File: src/rtl/jk_pkg.sv
// Shared JK operation codes and sequencer state encodings.
package jk_pkg;

    localparam logic [1:0] JK_HOLD   = 2'b00;
    localparam logic [1:0] JK_RESET  = 2'b01;
    localparam logic [1:0] JK_SET    = 2'b10;
    localparam logic [1:0] JK_TOGGLE = 2'b11;

    typedef enum logic {
        ST_IDLE  = 1'b0,
        ST_DRIVE = 1'b1
    } state_t;

endpackage

File: src/rtl/jk_ref_model.sv
// Reference JK flip-flop: tracks the q the downstream jkff should hold given the j/k driven to it.
module jk_ref_model
    import jk_pkg::*;
(
    input  logic clk,
    input  logic rst,
    input  logic j,
    input  logic k,
    output logic exp_q
);

    logic exp_q_q;
    logic exp_q_d;

    always_comb begin
        exp_q_d = exp_q_q;
        case ({j, k})
            JK_HOLD:  exp_q_d = exp_q_q;
            JK_RESET: exp_q_d = 1'b0;
            JK_SET:   exp_q_d = 1'b1;
            default:  exp_q_d = ~exp_q_q;
        endcase
    end

    always_ff @(posedge clk or negedge rst) begin
        if (!rst) begin
            exp_q_q <= 1'b0;
        end else begin
            exp_q_q <= exp_q_d;
        end
    end

    assign exp_q = exp_q_q;

endmodule

File: src/rtl/jk_drive_sequencer.sv
// Drives jkff j/k with a captured op for cmd_len cycles; optional q checking under JK_CHECK_EN.
// Handshake: a command transfers on a rising edge where cmd_valid && cmd_ready; cmd_ready is high only in IDLE.
module jk_drive_sequencer
    import jk_pkg::*;
#(
    parameter int CNT_W = 8
) (
    input  logic             clk,
    input  logic             rst,
    input  logic             cmd_valid,
    output logic             cmd_ready,
    input  logic [1:0]       cmd_op,
    input  logic [CNT_W-1:0] cmd_len,
    output logic             j,
    output logic             k,
    input  logic             q_in,
    output logic             busy,
    output logic             done,
    output logic             err,
    output logic             dbg_state_o
);

    state_t           state_q, state_d;
    logic [CNT_W-1:0] cnt_q, cnt_d;
    logic             j_q, j_d;
    logic             k_q, k_d;
    logic             busy_q, busy_d;
    logic             done_q, done_d;

    always_comb begin
        state_d = state_q;
        cnt_d   = cnt_q;
        j_d     = j_q;
        k_d     = k_q;
        busy_d  = busy_q;
        done_d  = 1'b0;
        case (state_q)
            ST_IDLE: begin
                if (cmd_valid) begin
                    if (cmd_len != '0) begin
                        state_d = ST_DRIVE;
                        j_d     = cmd_op[1];
                        k_d     = cmd_op[0];
                        cnt_d   = cmd_len;
                        busy_d  = 1'b1;
                    end else begin
                        done_d  = 1'b1;
                    end
                end
            end
            ST_DRIVE: begin
                // The edge that consumes the last count is also the one that returns j/k to hold.
                if (cnt_q != '0) begin
                    cnt_d = cnt_q - CNT_W'(1);
                end
                if (cnt_q <= CNT_W'(1)) begin
                    state_d = ST_IDLE;
                    j_d     = 1'b0;
                    k_d     = 1'b0;
                    busy_d  = 1'b0;
                    done_d  = 1'b1;
                end
            end
            default: state_d = ST_IDLE;
        endcase
    end

    always_ff @(posedge clk or negedge rst) begin
        if (!rst) begin
            state_q <= ST_IDLE;
            cnt_q   <= '0;
            j_q     <= 1'b0;
            k_q     <= 1'b0;
            busy_q  <= 1'b0;
            done_q  <= 1'b0;
        end else begin
            state_q <= state_d;
            cnt_q   <= cnt_d;
            j_q     <= j_d;
            k_q     <= k_d;
            busy_q  <= busy_d;
            done_q  <= done_d;
        end
    end

    assign cmd_ready   = rst && (state_q == ST_IDLE);
    assign j           = j_q;
    assign k           = k_q;
    assign busy        = busy_q;
    assign done        = done_q;
    assign dbg_state_o = state_q;

`ifdef JK_CHECK_EN
    logic exp_q;
    logic err_q;

    jk_ref_model u_ref_model (
        .clk   (clk),
        .rst   (rst),
        .j     (j_q),
        .k     (k_q),
        .exp_q (exp_q)
    );

    always_ff @(posedge clk or negedge rst) begin
        if (!rst) begin
            err_q <= 1'b0;
        end else if (q_in != exp_q) begin
            err_q <= 1'b1;
        end
    end

    assign err = err_q;
`else
    logic unused_q_in;
    assign unused_q_in = q_in;
    assign err         = 1'b0;
`endif

endmodule

File: config.mk
export PLATFORM = sky130hd
export DESIGN_NAME = jk_drive_sequencer
export DESIGN_NICKNAME = d
export VERILOG_FILES = /design/src/rtl/jk_pkg.sv /design/src/rtl/jk_ref_model.sv /design/src/rtl/jk_drive_sequencer.sv
export SDC_FILE = /design/constraint.sdc
export NUM_CORES = 1
export LEC_CHECK = 0
export CAP_MARGIN = 25
export CORE_ASPECT_RATIO = 0.5
export CORE_UTILIZATION = 29
export DETAILED_ROUTE_END_ITERATION = 7
export GPL_ROUTABILITY_DRIVEN = 0
export SYNTH_ARGS = -nofsm -noshare
export SYNTH_HDL_FRONTEND = slang
export SYNTH_SLANG_ARGS = --single-unit
File: constraint.sdc
create_clock -name clk -period 1.8 [get_ports clk]
set_input_delay 0.27 -clock clk [delete_from_list [all_inputs] [get_ports clk]]
set_output_delay 0.27 -clock clk [all_outputs]
set_load 0.01 [all_outputs]
After elaboration in Yosys (flattened, before gate mapping)
Index checks and enable logic that the tools add are counted.
{"block": "word_totals", "in_bits": 14, "out_inout_bits": 7, "reg_bits": 13}
{"block": "classes", "muxes": 22, "addsub": 1, "bitwise_logic": 1, "eq_ne": 4, "n_reduce_logical": 5, "order_cmp": 1}
{"cell": "8-bit 2-to-1 mux", "count": 3}
{"cell": "8-bit one-hot mux with 2 select lines", "count": 1}
{"cell": "8-bit nonzero test", "count": 2}
{"cell": "1-bit 2-to-1 mux", "count": 13}
{"cell": "1-bit one-hot mux with 2 select lines", "count": 5}
{"cell": "8-bit by 1-bit less-or-equal comparator with 1-bit output (second input constant)", "count": 1}
{"cell": "8-bit by 1-bit subtractor with 8-bit output (second input constant)", "count": 1}
{"cell": "3-bit AND reduction", "count": 2}
{"cell": "2-bit by 1-bit != test with 1-bit output (second input constant)", "count": 2}
{"cell": "2-bit != test (second input constant)", "count": 2}
{"cell": "1-bit logical AND", "count": 1}
{"cell": "1-bit inverter", "count": 1}

Depth between registers and ports, before layout
{"block": "logic_depth", "word_depth": 4, "depth_mapped": 7}

Least setup slack after synthesis
No wires, ideal clock.
{"block": "synth_path", "path_type": "reg2reg", "from": "register cnt_q[4]", "to": "register cnt_q[1]", "path_buffers": 1, "path_slack_ns": -0.052, "arrival_ns": 1.773, "stages_incl_launch_ff": 6, "period_less_slack_ns": 1.852, "setup_ns": 0.079, "path_cell_list": "dfrtp_1 > or4_4 > o41ai_4 > and2_1 > buf_6 > mux2i_1"}
{"block": "synth_between", "elab_chain_len": 3}
{"item": "from (decl)", "line_no": "jk_drive_sequencer.sv:24", "text": "logic [CNT_W-1:0] cnt_q, cnt_d;"}
{"item": "from (signal assigned)", "line_no": "jk_drive_sequencer.sv:78", "text": "cnt_q <= cnt_d;"}
{"item": "8-bit nonzero test", "line_no": "jk_drive_sequencer.sv:53", "text": "if (cnt_q != '0) begin"}
{"item": "2-bit by 1-bit != test with 1-bit output (no line)"}
{"item": "3-bit AND reduction (no line)"}
No other way between the ends.
A chain may end at the register's enable or synchronous reset.

Final worst setup path
{"block": "layout_path", "from": "register cnt_q[6]", "to": "register cnt_q[0]"}
The elaborated chain is that of the path after synthesis.

==> metrics.md <==
| Metric | Value |
|---|---|
| Part of the power in the clock network | `about 16%` |
| CTS tree | `built` |
| Synthesis-to-finish area growth | `50.2%` |
| Cell Rows | `13` |
| CP required | `1940 ps` |
| RSZ-0062 raised after global routing | `yes` |
| Antenna cell count | `0` |
| Worst reg-to-reg setup slack | `between 0.6 and 0.7 ps` |
| Share of cells above drive strength 1 | `21.8%` |
| First-pass GRT wire length | `3260 um` |
| DR vias | `762` |
| Clock Sink Count | `13` |
| Pwr Total | `roughly 1700 uW` |
| Logic pwr share | `52.9%` |
| Status | `finished, final reports clean` |
| TritonRoute pass-1 iters | `4` |
| Min Clock Period, post-route | `1800 ps` |
| Prevailing post-synth register cell | `dfrtp_1` |
| Switching share of power | `~38%` |
| Fin. max-slew vios | `0` |
| Int Pwr | `between 1000 and 1500 uW` |
| Bufs on Longest Clock Path | `2` |
| R2R Path End | `cnt_q[0]` |
| Hold_buf cts | `0` |
| Fmax | `~560 MHz` |
| Post-CTS Setup Bufs | `0` |
| Initial DRC count | `40` |
| Post-Layout Cell Count | `between 150 and 200` |
| H-tree depth | `1` |
| Cell Area, Synth | `about 800 um2` |
| Psw | `approximately 630 uW` |
| Core area | `2620 um2` |
| Max Cap Violations | `0` |
| Crit share post-route | `around 100%` |
| Synth Instances | `86` |
| Flop pwr share | `31.0%` |
| WS Path Type | `flip-flop to flip-flop` |
| Worst EP arrival | `around 1900 ps` |
| FF/Latch Area | `between 300 and 400 um2` |
| Clock skew | `between 10 and 15 ps` |
| Clock buffer count from CTS | `3` |
| R2R Path Start | `cnt_q[6]` |
| Power density over the cells | `1390 nW/um2` |
| Final hold violations | `0` |
| Die width | `between 70 and 80 um` |
| Static Leak | `between 0.0005 and 0.0006 uW` |
| Clock slew at reported path FFs | `about 60 ps` |
| Clock Tree Root | `clkbuf_8` |
| Avg Synthesized Cell Area | `approximately 9.4 um2` |
| Yosys Warn Count | `0` |
| Vias in the first global route | `~730` |
| GRT Total Usage | `between 15 and 20%` |
| Final wirelength | `between 2000 and 2500 um` |
| Async SR Flop Fraction | `100%` |
| Fill cells | `around 270` |
| Setup violators final | `0` |
| Number of synthesized flops with an enable pin | `0` |
| Peak supply drop | `about 0.56 mV` |
| Seq/Total Area, Yosys | `between 40% and 50%` |
| Antenna violations before repair | `0` |
| DP HPWL | `between 1500 and 2000 um` |
| Reg2Reg Depth | `5` |
| Initial Utilization | `a little under a third` |
| I/O pins | `21` |
| Synthesized flop and latch total | `13` |
| Die footprint | `~3000 um2` |
| Post-DRT Antenna Nets | `0` |
| CP Launch Type | `flip-flop` |
| Largest net degree at the start of global routing | `14` |
| Wire per inst | `12.8 um` |
| Grt ovf | `0` |
| Cells after DPL | `roughly 160` |
| DRC Markers | `0` |
| Final nets | `about 140` |
| Clk Latency, worst-skew pair | `around 250 ps` |
| Critical Path End Type | `flip-flop` |
| Vias per inst | `4.73` |
| Tightest Hold Check Type | `primary input to async pin` |
| Port Buf Inserts | `18` |
| Unique masters post-synth | `33` |
| Die Y | `between 30 and 40 um` |
| Syn nets | `between 100 and 150` |
| Multi-input logic area | `between 400 and 500 um2` |
| Maximum net fanout on the critical path | `7` |
[critical path: stages (launching register included)]
cell	delay, ps
dfrtp_1	370
or4_4	570
o41ai_4	230
buf_4	210
nor3_2	40
a211o_1	260
[through the flow]
| step | setup slack, ps | util [%] | instance area (um2) | hold WS [ps] | TNS (ps) |
|---|---|---|---|---|---|
| global placement | -200 | 44.2 | 1160 | 526 | -889 |
| CTS | -14.6 | 46.2 | 1210 | 355 | -14.6 |
| finish | 0.616 | 46.2 | 1210 | 343 | 0 |
| floorplan | -52.0 | - | 805 | -25.6 | -112 |
| global route | -104 | 46.2 | 1210 | 381 | -383 |
| detailed placement | -186 | 44.2 | 1160 | 534 | -774 |
[cells by family after synthesis]
group | after synthesis | synth area share (%)
AO/OA/AOI/OAI | 29 | 28.5
AND/OR/NAND/NOR | 26 | 17.3
buffers and inverters | 13 | 7.47
flip-flops | 13 | 40.4
adder cells (fa/ha/maj) | 3 | 4.67
multiplexers | 1 | 1.24
other | 1 | 0.466
[final cells by class]
cell class,instances,share of cell area (%)
clock buffer,4,3.73
timing repair buffer,39,28.0
sequential,13,26.9
inverter,8,2.48
multi-input combinational,60,35.1
tap,37,3.83
[state kept, by name, indices dropped and copies added, names as in the netlist]
register / count
j: 1
dbg_state_o: 1
done: 1
cnt_q: 8
busy: 1
k: 1
[layout by cell type (no fill, tap or decap), drive strengths merged]
master         count
buf               21
clkdlybuf4s50     18
dfrtp             13
inv                7
nor2               7
a21oi              5
o22a               5
nand2              4
clkbuf             4
nor4               3
o21ai              3
a31oi              3
ha                 3
nor3               3
and2               2
a211o              2
nor3b              2
o211ai             2
o22ai              2
a2bb2oi            2
or4                2
nor2b              1
clkinv             1
a41o               1
o41ai              1
a41oi              1
o21a               1
o32a               1
or3                1
nand3              1
mux2i              1
conb               1
[worst max path at each step]
stage	startpoint	to	slack (ps)	cells after the start
after floorplan	cnt_q[4]	cnt_q[1]	-50	5
final	cnt_q[6]	cnt_q[0]	0.6	5
after global routing	cnt_q[6]	cnt_q[0]	-100	5
after global placement	cmd_len[5]	cnt_q[0]	-200	7
after CTS	cnt_q[6]	cnt_q[0]	-10	5
after detailed placement	cmd_len[3]	cnt_q[0]	-190	7
[power by group through the flow]
stage | logic (uW) | registers [uW] | clock network (uW)
6_report | 885 | 518 | 271
5_1_grt | 969 | 533 | 291
4_1_cts | 884 | 518 | 275
3_5_place_dp | 865 | 520 | 0
3_3_place_gp | 854 | 515 | 0
2_1_floorplan | 465 | 551 | 0
[timing repair]
item | CTS | global route
setup endpoints to repair | 1 | 8
pin swaps | 1 | 4
resized for setup | 1 | 0
[synthesized netlist by cell type (2+ instances only)]
cell type / count / share of area [%]
dfrtp_1: 13 / 40
nor3b_1: 2 / 1.9
a21oi_1: 5 / 3.1
nor3_1: 3 / 1.9
a2bb2oi_1: 2 / 2.2
nor4_1: 3 / 2.3
nand2_1: 4 / 1.9
nor2_1: 7 / 3.3
o22ai_1: 2 / 1.6
clkbuf_1: 3 / 1.4
a31oi_1: 3 / 2.3
o22a_1: 5 / 5.4
o211ai_1: 2 / 1.9
inv_1: 7 / 3.3
and2_1: 2 / 1.6
ha_1: 3 / 4.7
a211o_1: 2 / 2.2
o21ai_0: 3 / 1.9
[per-layer routing]
layer  vias to the layer above  routed length (um)  GRT usage [%]
met4                         0                  11           5.77
met1                       352                1060           18.5
li1                        397                   -              -
met5                         -                   0              0
met3                         2                  58           4.24
met2                        11                 929           26.1
Power figures use the tool's default switching activity.
